===== src/rtl/bsg_axil_packet_packer.sv =====
// rtl/bsg_axil_packet_packer.sv - AXI-lite slave to narrow request packet packer with in-order response queue
module bsg_axil_packet_packer #(
    parameter int axi_addr_width_p = 32,
    parameter int axi_data_width_p = 32,
    parameter int pkt_addr_width_p = 23,
    parameter int pkt_data_width_p = 8,
    parameter int els_p            = 4,
    localparam int pkt_width_p     = 1 + pkt_addr_width_p + pkt_data_width_p
) (
    input  logic                        clk_i,
    input  logic                        reset_n_i,

    input  logic [axi_addr_width_p-1:0] s_axi_awaddr_i,
    input  logic [2:0]                  s_axi_awprot_i,
    input  logic                        s_axi_awvalid_i,
    output logic                        s_axi_awready_o,

    input  logic [axi_data_width_p-1:0] s_axi_wdata_i,
    input  logic [axi_data_width_p/8-1:0] s_axi_wstrb_i,
    input  logic                        s_axi_wvalid_i,
    output logic                        s_axi_wready_o,

    output logic [1:0]                  s_axi_bresp_o,
    output logic                        s_axi_bvalid_o,
    input  logic                        s_axi_bready_i,

    input  logic [axi_addr_width_p-1:0] s_axi_araddr_i,
    input  logic [2:0]                  s_axi_arprot_i,
    input  logic                        s_axi_arvalid_i,
    output logic                        s_axi_arready_o,

    output logic [axi_data_width_p-1:0] s_axi_rdata_o,
    output logic [1:0]                  s_axi_rresp_o,
    output logic                        s_axi_rvalid_o,
    input  logic                        s_axi_rready_i,

    output logic [pkt_width_p-1:0]      data_o,
    output logic                        v_o,
    input  logic                        ready_i,

    input  logic [axi_data_width_p-1:0] data_i,
    input  logic                        v_i,
    output logic                        ready_o
);

    localparam int ptr_w = (els_p > 1) ? $clog2(els_p) : 1;
    localparam int cnt_w = $clog2(els_p + 1);
    localparam logic [1:0] resp_okay   = 2'b00;
    localparam logic [1:0] resp_slverr = 2'b10;

    // Each entry is {is_write, err}; order of grants is order of responses.
    logic [1:0]       fifo_q [els_p];
    logic [ptr_w-1:0] wr_ptr_q, wr_ptr_d, rd_ptr_q, rd_ptr_d;
    logic [cnt_w-1:0] count_q, count_d;
    logic             rd_prio_q, rd_prio_d;

    logic wr_cand, rd_cand, sel_rd, sel_wr;
    logic wr_oor, rd_oor, full, nonempty;
    logic wr_grant, rd_grant, push, pop, grant_err;
    logic head_w, head_err, head_rd_ok;

    assign wr_oor  = |(s_axi_awaddr_i >> pkt_addr_width_p);
    assign rd_oor  = |(s_axi_araddr_i >> pkt_addr_width_p);
    assign wr_cand = s_axi_awvalid_i & s_axi_wvalid_i;
    assign rd_cand = s_axi_arvalid_i;
    assign full    = (count_q == cnt_w'(els_p));

    // Round-robin choice among present candidates, then check the chosen one can go.
    assign sel_rd   = rd_cand & (~wr_cand | rd_prio_q);
    assign sel_wr   = wr_cand & ~sel_rd;
    assign rd_grant = reset_n_i & sel_rd & ~full & (rd_oor | ready_i);
    assign wr_grant = reset_n_i & sel_wr & ~full & (wr_oor | ready_i);
    assign push      = rd_grant | wr_grant;
    assign grant_err = rd_grant ? rd_oor : wr_oor;

    assign s_axi_awready_o = wr_grant;
    assign s_axi_wready_o  = wr_grant;
    assign s_axi_arready_o = rd_grant;
    assign v_o             = push & ~grant_err;

    always_comb begin
        data_o = '0;
        if (v_o && wr_grant)
            data_o = {1'b1, s_axi_awaddr_i[pkt_addr_width_p-1:0], s_axi_wdata_i[pkt_data_width_p-1:0]};
        else if (v_o)
            data_o = {1'b0, s_axi_araddr_i[pkt_addr_width_p-1:0], {pkt_data_width_p{1'b0}}};
    end

    assign nonempty   = reset_n_i & (count_q != '0);
    assign head_w     = fifo_q[rd_ptr_q][1];
    assign head_err   = fifo_q[rd_ptr_q][0];
    assign head_rd_ok = nonempty & ~head_w & ~head_err;

    assign s_axi_bvalid_o = nonempty & head_w;
    assign s_axi_bresp_o  = (nonempty & head_w & head_err) ? resp_slverr : resp_okay;
    assign s_axi_rvalid_o = nonempty & ~head_w & (head_err | v_i);
    assign s_axi_rresp_o  = (nonempty & ~head_w & head_err) ? resp_slverr : resp_okay;
    assign s_axi_rdata_o  = (head_rd_ok & v_i) ? data_i : '0;
    assign ready_o        = head_rd_ok & s_axi_rready_i;

    assign pop = (s_axi_bvalid_o & s_axi_bready_i) | (s_axi_rvalid_o & s_axi_rready_i);

    always_comb begin
        wr_ptr_d  = wr_ptr_q;
        rd_ptr_d  = rd_ptr_q;
        count_d   = count_q;
        rd_prio_d = rd_prio_q;
        if (push)
            wr_ptr_d = (wr_ptr_q == ptr_w'(els_p - 1)) ? '0 : wr_ptr_q + ptr_w'(1);
        if (pop)
            rd_ptr_d = (rd_ptr_q == ptr_w'(els_p - 1)) ? '0 : rd_ptr_q + ptr_w'(1);
        if (push && !pop)
            count_d = count_q + cnt_w'(1);
        else if (pop && !push)
            count_d = count_q - cnt_w'(1);
        if (rd_grant)
            rd_prio_d = 1'b0;
        else if (wr_grant)
            rd_prio_d = 1'b1;
    end

    always_ff @(posedge clk_i) begin
        if (!reset_n_i) begin
            wr_ptr_q  <= '0;
            rd_ptr_q  <= '0;
            count_q   <= '0;
            rd_prio_q <= 1'b1;
        end else begin
            wr_ptr_q  <= wr_ptr_d;
            rd_ptr_q  <= rd_ptr_d;
            count_q   <= count_d;
            rd_prio_q <= rd_prio_d;
        end
    end

    always_ff @(posedge clk_i) begin
        if (push)
            fifo_q[wr_ptr_q] <= {wr_grant, grant_err};
    end

    logic unused_inputs;
    assign unused_inputs = ^{s_axi_awprot_i, s_axi_arprot_i, s_axi_wstrb_i, s_axi_wdata_i};

endmodule


===== config.mk =====
export PLATFORM = sky130hd
export DESIGN_NAME = bsg_axil_packet_packer
export DESIGN_NICKNAME = d
export VERILOG_FILES = /design/src/rtl/bsg_axil_packet_packer.sv
export SDC_FILE = /design/constraint.sdc
export NUM_CORES = 1
export LEC_CHECK = 0
export ABC_AREA = 1
export CORE_AREA = 2 2 86 88
export DETAILED_ROUTE_END_ITERATION = 8
export DIE_AREA = 0 0 88 90
export PLACE_DENSITY = 0.85
export SETUP_SLACK_MARGIN = 0.2
export SYNTH_ARGS = -nofsm -noshare
export SYNTH_HDL_FRONTEND = slang
export SYNTH_SLANG_ARGS = --single-unit

===== constraint.sdc =====
create_clock -name clk_i -period 4.15 [get_ports clk_i]
set_input_delay 0.83 -clock clk_i [delete_from_list [all_inputs] [get_ports clk_i]]
set_output_delay 0.83 -clock clk_i [all_outputs]
set_load 0.02 [all_outputs]

=== Word-level counts from Yosys, hierarchy flattened ===
Memory sizes are Yosys's and may differ from the RTL's. A register that Yosys moved wholly into a read port is not among the register bits.
Index checks and enable logic that the tools add are counted.
Widths: inputs -> output; s select.

* Mux-type cells: 16
* Reductions and logical operators: 10
* Bitwise operators: 33
* Add/sub/neg operators: 4
* Equality and inequality tests: 3

{| class="wikitable"
|+ Operators with widths
! cell !! count
|-
| $mux 32 || 2
|-
| $mux 31 || 1
|-
| $and 1x1->1 || 21
|-
| $reduce_or 9->1 || 2
|-
| $mux 2 || 6
|-
| $mux 3 || 2
|-
| $not 1->1 || 6
|-
| $or 1x1->1 || 6
|-
| $mux 1 || 5
|-
| $add 2x1->2 const B || 2
|-
| $eq 2x2->1 const B || 2
|-
| $reduce_bool 2->1 || 2
|-
| $add 3x1->3 const B || 1
|-
| $eq 3x3->1 const B || 1
|-
| $logic_and 1x1->1 || 3
|-
| $reduce_bool 3->1 || 1
|-
| $sub 3x1->3 const B || 1
|-
| $logic_not 1->1 || 2
|}

* Output and inout port bits: 75
* Memories: 1
* Word-level logic and storage cells: 71
* Input port bits: 147
* Flip-flop bits (word level): 8
* Memory bits (writable): 8

{| class="wikitable"
|+ Memories
! memory !! depth !! width !! rd ports !! clocked after Yosys merged registers in !! write ports !! line !! source
|-
| fifo_q || 4 || 2 || 1 || 1 || 1 || 52 || <nowiki>logic [1:0] fifo_q [els_p];</nowiki>
|}

=== Depth between registers and ports, before layout ===
Gate-level depths: netlist (run 1).

* Word-level depth: 14
* Gate-level depth with buffers: 16
* Gate-level depth less buffers: 16

=== Worst setup path after synthesis (run 1) ===
Ideal clock, no wire load.

* Kind: input to output
* Start point: input port s_axi_awaddr_i[24]
* End point: output port data_o[22]
* Arrival time: 1.916 ns
* Path slack: 1.404 ns
* Cell stages on the path: 9
* Required time: 3.320 ns
* Buffers on the path: 1
* Cells stage by stage: or2_1 nor2_2 nand2_1 nand2_2 nand2_4 nor2_8 buf_6 nand2_1 nand2_1

* Elaborated cells on any way between the ends: 10
* Those cells by class: mux (3); bitwise (5); reduce/logical (2)

{| class="wikitable"
|+ RTL lines
! what !! line !! source
|-
| start, declared || 13 || <nowiki>input logic [axi_addr_width_p-1:0] s_axi_awaddr_i,</nowiki>
|-
| $reduce_or 9->1 (*) || 62 || <nowiki>assign wr_oor = |(s_axi_awaddr_i >> pkt_addr_width_p);</nowiki>
|-
| $mux 1 (*) || 74 || <nowiki>assign grant_err = rd_grant ? rd_oor : wr_oor;</nowiki>
|-
| net grant_err || 59 || <nowiki>logic wr_grant, rd_grant, push, pop, grant_err;</nowiki>
|-
| $not 1->1 (*) || 79 || <nowiki>assign v_o = push & ~grant_err;</nowiki>
|-
| $and 1x1->1 (*) || 79 ||
|-
| $mux 31 / $logic_and 1x1->1 (equally long branches) || 85, 83 ||
|-
| $mux 32 (*) || 83 || <nowiki>if (v_o && wr_grant)</nowiki>
|-
| end, declared || 37 || <nowiki>output logic [pkt_width_p-1:0] data_o,</nowiki>
|}

Mark *: on every way through the listed nets, which the timed path passes. The rest lies on a longest branch.

=== Final worst setup path (run 1) ===
* Start point: input port s_axi_araddr_i[24]
* End point: output port data_o[20]

* Longest elaborated chain between the ends: 8
* Elaborated cells on any way between the ends: 10
* Those cells by class: mux (3); bitwise (5); reduce/logical (2)

{| class="wikitable"
|+ Ends and longest elaborated chain
! what !! line !! source
|-
| start, declared || 27 || <nowiki>input logic [axi_addr_width_p-1:0] s_axi_araddr_i,</nowiki>
|-
| $reduce_or 9->1 (*) || 63 || <nowiki>assign rd_oor = |(s_axi_araddr_i >> pkt_addr_width_p);</nowiki>
|-
| $or 1x1->1 || 71 || <nowiki>assign rd_grant = reset_n_i & sel_rd & ~full & (rd_oor | ready_i);</nowiki>
|-
| $and 1x1->1 || 71 ||
|-
| $mux 1 (*) || 74 ||
|-
| net grant_err || 59 ||
|-
| $not 1->1 (*) || 79 ||
|-
| $and 1x1->1 (*) || 79 ||
|-
| $mux 31 / $logic_and 1x1->1 (equally long branches) || 85, 83 ||
|-
| $mux 32 (*) || 83 ||
|}

Marked as above.

==> flow_summary.rst, run 1 <==
.. list-table::
   :header-rows: 1

   * - Metric
     - Value
   * - Fraction of post-synthesis cell area in the top cell type by area
     - about 15%
   * - Setup TNS
     - 0 ns
   * - DRC Markers
     - 0
   * - Count of buffers from port buffering
     - about 190
   * - Share of the yosys chip area belonging to registers
     - between 20% and 30%
   * - CTS Buf Count
     - 3
   * - Number of warnings printed during yosys synthesis
     - 0
   * - Routed vias/inst
     - 4.49
   * - Crit share post-route
     - 93.0%
   * - Number of register bits inferred by synthesis
     - 18
   * - DIE HEIGHT
     - roughly 90 microns
   * - IR drop worst, VDD
     - about 0.000089 V
   * - Final setup margin
     - between 0.2 and 0.3 ns
   * - Endpoint required time on the critical path
     - about 3.3 ns
   * - H-tree Lvls
     - 1
   * - Count of endpoints failing hold in the final timing report
     - 0
   * - Total power per unit cell area
     - around 210 nW/um^2
   * - Effective utilization at floorplan
     - between 20 and 30%
   * - Post-Place Cells
     - a little over 600
   * - Maximum clock rate
     - ~260 MHz
   * - Count leader, synth
     - nand2_1
   * - Pre-CTS WS
     - ~0.19 ns
   * - Total gr overflow
     - 0
   * - Category of the critical setup timing path
     - primary input to output port
   * - Clock-pin slew on the worst setup and hold paths
     - 0.06 ns
   * - CTS root buffer
     - clkbuf_8
   * - Worst R2R Path Depth
     - 13
   * - Number of failing setup endpoints in the final timing report
     - 0
   * - Startpoint of the worst-slack reg-to-reg timing path
     - count_q[1]
   * - Max clock buf depth
     - 2
   * - Lkg Pwr
     - 2.05 nW
   * - First-pass detailed-route iteration total
     - 4
   * - Crit-path max FO
     - 10
   * - Min Tclk post-route
     - between 3 and 4 ns
   * - Syn avg cell area
     - slightly below 6 sq um
   * - Unrepaired setup endpoints after global routing
     - false
   * - Most area-consuming cells after synthesis
     - nand2_1 (15%), edfxtp_1 (12%), inv_1 (11%)
   * - Most used flip-flop cell after synthesis
     - dfxtp_1
   * - Placeable core region
     - ~7000 sq um
   * - Net count of the finished layout
     - between 600 and 700
   * - Leading post-synthesis cells by instance count
     - nand2_1 (78), inv_1 (61), nor2_1 (61)
   * - Critical Path Sink Type
     - output port
   * - Iteration-0 DRC count of the detailed router
     - between 60 and 70
   * - Setup crit start kind
     - primary input
   * - End-of-flow core utilization
     - a little under three fifths
   * - Std cell rows
     - 31
   * - Worst clock skew
     - about 0.0025 ns
   * - Area post-placement
     - between 3000 and 4000 sq um
   * - Total routing resource utilization after global routing
     - ~17%
   * - Share of cells above drive strength 1
     - roughly 5.6%
   * - Clock network latency to the later pin of the worst-skew pair
     - between 0.2 and 0.3 ns
   * - DP HPWL
     - a little under 6000 microns
   * - Post-synthesis cell type count
     - 29
   * - Post-Syn Instances
     - 338
   * - Area growth from synthesis to final layout
     - 99.7%
   * - DIE AREA
     - 7920 sq um
   * - Maximum number of pins on one net before global-route repair
     - 29
   * - I/O pin cnt
     - 222
   * - Worst Hold Path Cells
     - 2
   * - Final instance count without filler cells
     - just over 600
   * - Antenna violations before repair
     - 1
   * - Sum of routed wire length over all layers
     - approximately 7200 microns
   * - Routed WL per cell
     - between 10 and 15 microns
   * - Yosys top cell by area
     - nand2_1
   * - Max-cap violation count
     - 0
   * - Die span in x
     - 88 microns
   * - Arrival time at the worst endpoint
     - 3.03 ns
   * - Proportion of register bits with asynchronous set or reset after synthesis
     - 0%
   * - GPL Wtd Cong
     - between 0.7 and 0.8
   * - Launch point of the worst hold path
     - count_q[2]
   * - Finished layout cell area
     - about 4000 sq um
   * - Number of vias in the routed layout
     - 2777
   * - ANT nets after route
     - 0
   * - CTS tree
     - yes
   * - Clock Sinks
     - 18
   * - Result of the run
     - completed
   * - Area of the mapped netlist
     - between 2000 and 2500 sq um
   * - Pins over their slew limit
     - 0
   * - Critical Path Source
     - s_axi_araddr_i[24]
   * - Number of global-route vias before repair
     - around 2600
   * - Classification of the worst-slack hold path
     - flip-flop to flip-flop
   * - Count of flip-flops with a built-in enable after synthesis
     - 8
   * - Wire length of the first global-routing pass
     - 11200 microns
==> worst max-delay path, cell delays in order <==
cell	delay, ns
clkdlybuf4s50_1	0.39
or2_1	0.22
nor2_1	0.16
nand2_1	0.07
nand2_1	0.11
nand2_4	0.12
nor2_8	0.20
buf_4	0.20
nand2_1	0.06
nand2_1	0.07
clkdlybuf4s50_1	0.60
==> logic make-up (layout without fill, tap and decap cells) <==
group | count (synthesis) | after routing | synth area share, %
AOI/OAI and AO/OA | 38 | 38 | 12.5
adders and majority gates | 7 | 7 | 4.74
buffers and inverters | 84 | 263 | 18.8
DFF | 18 | 18 | 22.0
other | 1 | 3 | 0.187
and+or+nand+nor | 190 | 190 | 41.8
==> stage by stage <==
step	total power, mW	hold slack (ns)
floorplan	0.489	0.459
global placement	0.679	0.469
detailed placement	0.699	0.497
CTS	0.837	0.509
global route	0.899	0.562
finish	0.834	0.516
==> per-layer routing <==
layer,track usage [%],vias up,share of wire (%)
met5,0,-,0
met2,32.4,152,50
met1,15.8,1224,35
met4,5.00,0,2.0
met3,6.43,14,14
li1,-,1387,-
==> what timing repair did <==
item                       4_1_cts  5_1_grt
setup endpoints to repair       10       23
hold buffers                     0        0
setup buffers                    2        0
resized for setup                1       12
gates cloned                     0        0
pin swaps                        1        0
==> final timing paths <==
| path | end | slack (ns) |
|---|---|---|
| worst max-delay path | data_o[20] | 0.29 |
| worst max register to register | count_q[2] | 1.64 |
| worst min-delay path | count_q[2] | 0.52 |
| worst min register to register | count_q[2] | 0.52 |
==> area by class of cell <==
| cell class | instances | area [sq um] |
|---|---|---|
| Antenna cell | 1 | 2.50 |
| Inverter | 67 | 255 |
| Tap cell | 99 | 124 |
| Timing Repair Buffer | 192 | 1930 |
| Multi-Input combinational cell | 237 | 1190 |
| Clock buffer | 4 | 55.1 |
| Sequential cell | 18 | 440 |
| Fill cell | 632 | 3020 |
==> power by group <==
part           switching [mW]  internal (mW)
Combinational           0.233          0.222
Clock                  0.0553         0.0842
Sequential             0.0240          0.216
==> placed cells by master, fill, tap and decap left out, drive strengths merged <==
cell,instances
a21oi,7
or2,2
nand3,36
nor3,3
diode,1
conb,2
edfxtp,8
a21boi,23
o21ai,8
nand2,82
dlymetal6s2s,12
nand3b,1
dfxtp,10
inv,66
ha,6
clkbuf,4
clkdlybuf4s50,173
nor2,66
clkinv,1
buf,7
fa,1
No activity file was read; power rests on OpenSTA's default activity.
==> run 2: changes to the inputs <==
ABC_CLOCK_PERIOD_IN_PS = 4150   (was unset)
==> results of run 2 <==
Same layout as run 1: the final DEF is identical, and so are final timing and power.
